<file path="config.mk">
export PLATFORM = sky130hd
export DESIGN_NAME = mem_port_arbiter
export DESIGN_NICKNAME = d
export VERILOG_FILES = /design/src/rtl/mem_port_arbiter.sv
export SDC_FILE = /design/constraint.sdc
export NUM_CORES = 1
export LEC_CHECK = 0
export CORE_MARGIN = 1.5
export CORE_UTILIZATION = 35
export DETAILED_ROUTE_END_ITERATION = 16
export PLACE_DENSITY_LB_ADDON = 0.12
export SLEW_MARGIN = 10
export SYNTH_ARGS = -nofsm -noshare
export SYNTH_HDL_FRONTEND = slang
export SYNTH_SLANG_ARGS = --single-unit
export TNS_END_PERCENT = 50
</file>
<file path="constraint.sdc">
create_clock -name clk -period 4.4 [get_ports clk]
set_clock_uncertainty 0.1 [all_clocks]
set_input_delay 0.88 -clock clk [delete_from_list [all_inputs] [get_ports clk]]
set_output_delay 0.88 -clock clk [all_outputs]
set_load 0.02 [all_outputs]
</file>
<file path="src/rtl/mem_port_arbiter.sv">
// Shares one single-ported memory between fetch (I) and data (D) sides; D side wins ties.
// Latency: request in IDLE at t -> mem_en at t+1 -> done at t+1+MEM_LAT; losing side stalls until a later IDLE.
module mem_port_arbiter #(
   parameter int ADDR_W  = 16,
   parameter int DATA_W  = 16,
   parameter int MEM_LAT = 2
) (
   input  logic              clk,
   input  logic              rst,
   input  logic              i_req,
   input  logic [ADDR_W-1:0] i_addr,
   output logic [DATA_W-1:0] i_rdata,
   output logic              i_done,
   output logic              i_stall,
   input  logic              d_rd,
   input  logic              d_wr,
   input  logic [ADDR_W-1:0] d_addr,
   input  logic [DATA_W-1:0] d_wdata,
   output logic [DATA_W-1:0] d_rdata,
   output logic              d_done,
   output logic              d_stall,
   output logic              err,
   output logic              mem_en,
   output logic              mem_wr,
   output logic [ADDR_W-1:0] mem_addr,
   output logic [DATA_W-1:0] mem_wdata,
   input  logic [DATA_W-1:0] mem_rdata
);

   typedef enum logic [1:0] {IDLE, ISSUE, WAIT, DONE} state_t;

   localparam logic [3:0] LAT_M1 = 4'(MEM_LAT - 1);

   state_t            state_q, state_d;
   logic              gnt_d_q, gnt_d_d;
   logic              flush_q, flush_d;
   logic              err_q, err_d;
   logic [3:0]        cnt_q, cnt_d;
   logic              mem_en_q, mem_en_d;
   logic              mem_wr_q, mem_wr_d;
   logic [ADDR_W-1:0] mem_addr_q, mem_addr_d;
   logic [DATA_W-1:0] mem_wdata_q, mem_wdata_d;

   logic d_req, d_bad;

   always_comb begin
      state_d     = state_q;
      gnt_d_d     = gnt_d_q;
      flush_d     = flush_q;
      err_d       = err_q;
      cnt_d       = cnt_q;
      mem_en_d    = 1'b0;
      mem_wr_d    = mem_wr_q;
      mem_addr_d  = mem_addr_q;
      mem_wdata_d = mem_wdata_q;
      d_req       = d_rd | d_wr;
      d_bad       = d_rd & d_wr;
      case (state_q)
         IDLE: begin
            flush_d = 1'b0;
            if (d_bad) err_d = 1'b1;
            if (d_req && !d_bad) begin
               gnt_d_d     = 1'b1;
               mem_addr_d  = {d_addr[ADDR_W-1:1], 1'b0};
               mem_wdata_d = d_wdata;
               mem_wr_d    = d_wr;
               mem_en_d    = 1'b1;
               state_d     = ISSUE;
               if (d_addr[0]) err_d = 1'b1;
            end else if (i_req) begin
               gnt_d_d    = 1'b0;
               mem_addr_d = {i_addr[ADDR_W-1:1], 1'b0};
               mem_wr_d   = 1'b0;
               mem_en_d   = 1'b1;
               state_d    = ISSUE;
               if (i_addr[0]) err_d = 1'b1;
            end
         end
         ISSUE: begin
            cnt_d   = LAT_M1;
            state_d = (MEM_LAT == 1) ? DONE : WAIT;
         end
         WAIT: begin
            if (cnt_q <= 4'd1) state_d = DONE;
            else               cnt_d   = cnt_q - 4'd1;
         end
         DONE: state_d = IDLE;
         default: state_d = IDLE;
      endcase
      // A fetch dropped at any point after grant is remembered so a late re-raise cannot resurrect it.
      if (state_q != IDLE && !gnt_d_q && !i_req) flush_d = 1'b1;
   end

   always_ff @(posedge clk or negedge rst) begin
      if (!rst) begin
         state_q     <= IDLE;
         gnt_d_q     <= 1'b0;
         flush_q     <= 1'b0;
         err_q       <= 1'b0;
         cnt_q       <= 4'd0;
         mem_en_q    <= 1'b0;
         mem_wr_q    <= 1'b0;
         mem_addr_q  <= '0;
         mem_wdata_q <= '0;
      end else begin
         state_q     <= state_d;
         gnt_d_q     <= gnt_d_d;
         flush_q     <= flush_d;
         err_q       <= err_d;
         cnt_q       <= cnt_d;
         mem_en_q    <= mem_en_d;
         mem_wr_q    <= mem_wr_d;
         mem_addr_q  <= mem_addr_d;
         mem_wdata_q <= mem_wdata_d;
      end
   end

   assign i_done    = (state_q == DONE) && !gnt_d_q && i_req && !flush_q;
   assign d_done    = (state_q == DONE) && gnt_d_q;
   assign i_rdata   = i_done ? mem_rdata : '0;
   assign d_rdata   = d_done ? mem_rdata : '0;
   assign i_stall   = i_req & ~i_done;
   assign d_stall   = (d_rd | d_wr) & ~d_done;
   assign err       = err_q;
   assign mem_en    = mem_en_q;
   assign mem_wr    = mem_wr_q;
   assign mem_addr  = mem_addr_q;
   assign mem_wdata = mem_wdata_q;

endmodule
</file>
==> metrics.csv, run 1 <==
metric,value,unit
status,"finished, final reports clean",
crit_fanout,18,
htree_levels,2,
drive_gt1_share,9.118,%
grt-ovfl-total,0,
yosys_warnings,0,
relSlewSlack,38.45,%
final_cell_mix,"clkdlybuf4s50_1 (137), dfrtp_1 (42), nand2_1 (21)",
fillCellCount,519,
finalSetupViolations,0,
synth_area,2165,sq um
n_antenna_cell,0,
vias,1952,
finalWirelength,5660,microns
crit_start,i_req,
drc_errors,0,
drt_iter0_markers,68,
r2r_start,state_q[0],
nets,417,
path_cells,clkdlybuf4s50_1 > and4bb_2 > and2_1 > clkdlybuf4s50_1,
cp_top_family,buffers and inverters,
crit_arrival,2.69,ns
synth-seq-cells,42,
boundaryPins,140,
ir_drop,0.3828,mV
post_cts_buffers,0,
placeableCoreArea,5956,sq um
power,0.002154,W
area_growth,70.92,%
powerDensity,582.2,nW/um^2
clockRootBuffer,clkbuf_8,
insertion_delay,0.29,ns
grt_max_degree,43,
reg2regPathDepth,5,
final_cells,415,
timing.fmax,272.8,MHz
firstDrtPassIters,3,
die_h,81.64,microns
crit_end,i_rdata[14],
leakage,1.655,nW
cts_num_sinks,42,
min-delay-path-class,flip-flop to flip-flop,
grt_antenna_before_repair,0,
rrSetupSlack,2.61,ns
synth_nets,281,
start_util,36.34,%
grt_pass1_vias,1802,
cts.path.max_buffers,2,
yosysSeqAreaShare,48.55,%
cp_num_cells,4,
final_common_cell,clkdlybuf4s50_1,
crit_buf_inv,2,
cts_tree,done,
slowest_delay,0.60,ns
port_buffers,138,
grt_pass1_wl,8707,microns
hpwl,4416,microns
max_cap_viol_count,0,
worstPathRequired,3.42,ns
criticalPathCategory,primary input to output pin,
ctsResizeCount,0,
dieArea,6665,sq um
cts.clk_slew.worst_paths,0.07,ns
drtAntennaViolNets,0,
syn-instance-count,203,
routedWlPerCell,13.64,microns
cts.hold.buffers_added,0,
syn_avg_cell_area,10.66,sq um
gp_congestion,0.7666,
cpMaxStageDelayCell,clkdlybuf4s50_1,
dp.cells,407,
cp-start-kind,primary input,
drv_slew,0,
min_period,3.666,ns
num_rows,28,
hold_violations,0,
die_w,81.64,microns
worstMarginPinSlew,0.9233,ns
end_kind,output pin,
holdWs,0.3675,ns
rsz0062_at_grt,no,
synth.distinct_cells,32,
fin_tns_setup,0,ns
groute.usage.overall,17.33,%
cts_made_buffers,5,
via_per_inst,4.704,
cpMostUsedCell,clkdlybuf4s50_1,
min_period_over_period,83.31,%
r2r-end,cnt_q[3],
synthesized netlist by cell type (all sizes together):
cell	instances	area share, %
ha	9	5.2
or2	2	0.58
a211o	1	0.40
and2	17	4.9
conb	1	0.17
and3	16	4.6
a21o	2	0.69
mux2	17	8.8
clkbuf	5	0.87
nand2	22	3.9
nand2b	1	0.29
o22ai	2	0.58
nor2b	2	0.58
dfrtp	42	49
buf	6	1.9
or4	1	0.35
o21ai	17	3.9
o211ai	1	0.35
mux2i	18	8.3
nor2	5	0.87
a32o	1	0.46
or3b	1	0.40
and4bb	1	0.58
nor4	1	0.29
inv	8	1.4
a21oi	4	0.92
layout make-up:
type | instances | area (sq um) | area share (%)
inverters | 8 | 30.03 | 0.8116
clock buffers | 7 | 76.32 | 2.063
well taps | 75 | 93.84 | 2.536
repair buffers | 140 | 1391 | 37.61
clock inverters | 1 | 30.03 | 0.8116
flip-flops and latches | 42 | 1051 | 28.41
multi-input cells | 142 | 1027 | 27.76
metal layers:
layer,wire length [microns],GRT usage [%]
met2,2825,30.58
met1,2137,19.41
met5,0,0
met3,582,6.000
met4,114,5.932
state kept, by name (all words and copies together), names as in the netlist:
register and flops:
mem_wdata 16, mem_addr 15, cnt_q 4, state_q 2
err 1, flush_q 1, gnt_d_q 1, mem_en 1
mem_wr 1
per-stage QoR:
stage          setup WS (ns)  util, %  instance area (sq um)
6_report              0.7345    62.12                   3700
5_1_grt               0.6303    62.12                   3700
4_1_cts               0.7365    62.12                   3700
3_5_place_dp          0.7397    60.34                   3593
3_3_place_gp          0.7966    60.34                   3593
2_1_floorplan          1.790        -                   2165
how the worst min path moves through the flow:
stage | startpoint | endpoint | slack [ns] | cells past startpoint
after floorplan | flush_q | flush_q | 0.36 | 2
after detailed placement | err | err | 0.35 | 1
after global placement | err | err | 0.35 | 1
after CTS | err | err | 0.37 | 1
final | err | err | 0.37 | 1
after global routing | err | err | 0.40 | 1
cell families after synthesis:
family	synth area share (%)
compound gates	7.341
fa+ha+maj	5.202
buf+inv	4.162
flops	48.56
mux	17.17
other cells	0.1732
simple gates	17.40
worst register-to-register path, cell delays in order (launching register included):
cell	delay (ns)
dfrtp_1	0.42
inv_1	0.11
ha_1	0.22
inv_2	0.09
or4_1	0.50
a32o_1	0.25
report_power, final:
part / leakage (nW) / switching [W] / internal, W
Combinational: 1.09 / 0.000581 / 0.000592
Sequential: 0.509 / 0.000114 / 0.000569
Clock: 0.0524 / 0.000127 / 0.000170
(Power assumes the default switching activity.)
==> run 2: changes to the inputs <==
- CORE_UTILIZATION: 35 -> 33
- clock period: 4.4 -> 3.1 ns (I/O delays scaled with it)
==> metrics.csv, run 2 (synthesis results as in run 1) <==
metric,value,unit
insertion_delay,0.29,ns
grt_antenna_before_repair,0,
rsz0062_at_grt,no,
cp-start-kind,primary input,
hpwl,4296,microns
die_w,83.99,microns
hold_violations,0,
min_period_over_period,96.66,%
crit_buf_inv,2,
powerDensity,826.4,nW/um^2
firstDrtPassIters,4,
cpMaxStageDelayCell,clkdlybuf4s50_1,
cts_made_buffers,5,
n_antenna_cell,0,
gp_congestion,0.7353,
pwr-share-clk,13.8,%
routedWlPerCell,13.11,microns
dieArea,7054,sq um
post-route-util,58.72,%
cts.path.max_buffers,2,
finalWirelength,5507,microns
power.internal,0.001904,W
power_frac_seq,30.7,%
via_per_inst,4.702,
finalInstanceArea,3729,sq um
post_cts_buffers,0,
max_cap_viol_count,0,
leakage,1.669,nW
grt_pass1_wl,9087,microns
min_period,2.997,ns
status,"finished, final reports clean",
drt_iter0_markers,49,
placeableCoreArea,6350,sq um
crit_arrival,2.28,ns
final_cell_mix,"clkdlybuf4s50_1 (137), dfrtp_1 (42), nand2_1 (21)",
vias,1975,
largest_register_ffs,16,
cpMostUsedCell,clkdlybuf4s50_1,
worstPathRequired,2.38,ns
path_cells,clkdlybuf4s50_1 > and4bb_2 > and2_1 > clkdlybuf4s50_1,
port_buffers,138,
ir_drop,0.5069,mV
drv_slew,0,
grt-ovfl-total,0,
drive_gt1_share,10.20,%
cts.clk_slew.worst_paths,0.08,ns
cts.hold.buffers_added,0,
clockRootBuffer,clkbuf_8,
drc_errors,0,
num_rows,29,
end_kind,output pin,
final_common_cell,clkdlybuf4s50_1,
fin_tns_setup,0,ns
crit_fanout,18,
area_growth,72.25,%
pwr-share-comb,55.5,%
min-delay-path-class,flip-flop to flip-flop,
htree_levels,2,
cts_num_sinks,42,
netSwitchingFraction,38.22,%
timing.fmax,333.7,MHz
worstMarginPinSlew,0.9423,ns
start_util,34.09,%
p_switching,0.001178,W
groute.usage.overall,16.04,%
criticalPathCategory,primary input to output pin,
cp_top_family,buffers and inverters,
nets,420,
relSlewSlack,37.18,%
ctsResizeCount,0,
die_h,83.99,microns
boundaryPins,140,
grt_max_degree,43,
place_area,3618,sq um
cts_tree,done,
slowest_delay,0.59,ns
drtAntennaViolNets,0,
finalSetupViolations,0,
grt_pass1_vias,1922,
## run 2: changes by cell type in the layout (fill, tap and decap cells not counted)
cell and change:
clkbuf_1 -1, clkinvlp_4 +1, buf_4 +3
## run 2: layout make-up
cell class,instances,area [sq um]
fillers,576,2621
flip-flops and latches,42,1051
clock buffers,6,72.57
inverters,8,30.03
well taps,77,96.34
clock inverters,2,37.54
repair buffers,143,1414
multi-input cells,142,1027
## run 2: metal layers
metal  part of all wire (%)  wire length [microns]  up-vias  GRT usage (%)
met2                     49                   2718       95          28.08
li1                       -                      -      969              -
met3                    9.0                    494        6          5.638
met4                    1.1                     58        0          4.471
met5                      0                      0        -              0
met1                     41                   2235      905          18.53
## run 2: through the flow
step / worst slack (ns) / instances / total power, W / hold WS [ns]
after floorplan: 1.002 / 203 / 0.001883 / 0.2244
after global placement: 0.1467 / 412 / 0.002658 / 0.3465
after detailed placement: 0.1007 / 412 / 0.002693 / 0.3518
after CTS: 0.09561 / 420 / 0.003130 / 0.3742
after global routing: 0.006950 / 420 / 0.003290 / 0.3915
final: 0.1035 / 420 / 0.003081 / 0.3664
## run 2: worst paths after layout
path / cells after the start / startpoint / slack (ns) / end
min: 1 / err / 0.37 / err
max in group asynchronous: 1 / rst / 1.94 / mem_addr[2]
max: 4 / i_req / 0.10 / i_rdata[6]
max reg2reg: 5 / state_q[0] / 1.32 / cnt_q[3]
min in group asynchronous: 1 / rst / 0.38 / mem_wdata[14]
min reg2reg: 1 / err / 0.37 / err
## run 2: power by group through the flow
stage                     Combinational (W)  Clock (W)  Sequential [W]
after detailed placement            0.00173          0        0.000961
after floorplan                    0.000672          0         0.00121
final                               0.00171   0.000424        0.000947
after global routing                0.00184   0.000461        0.000984
after global placement              0.00171          0        0.000949
after CTS                           0.00174   0.000438        0.000952
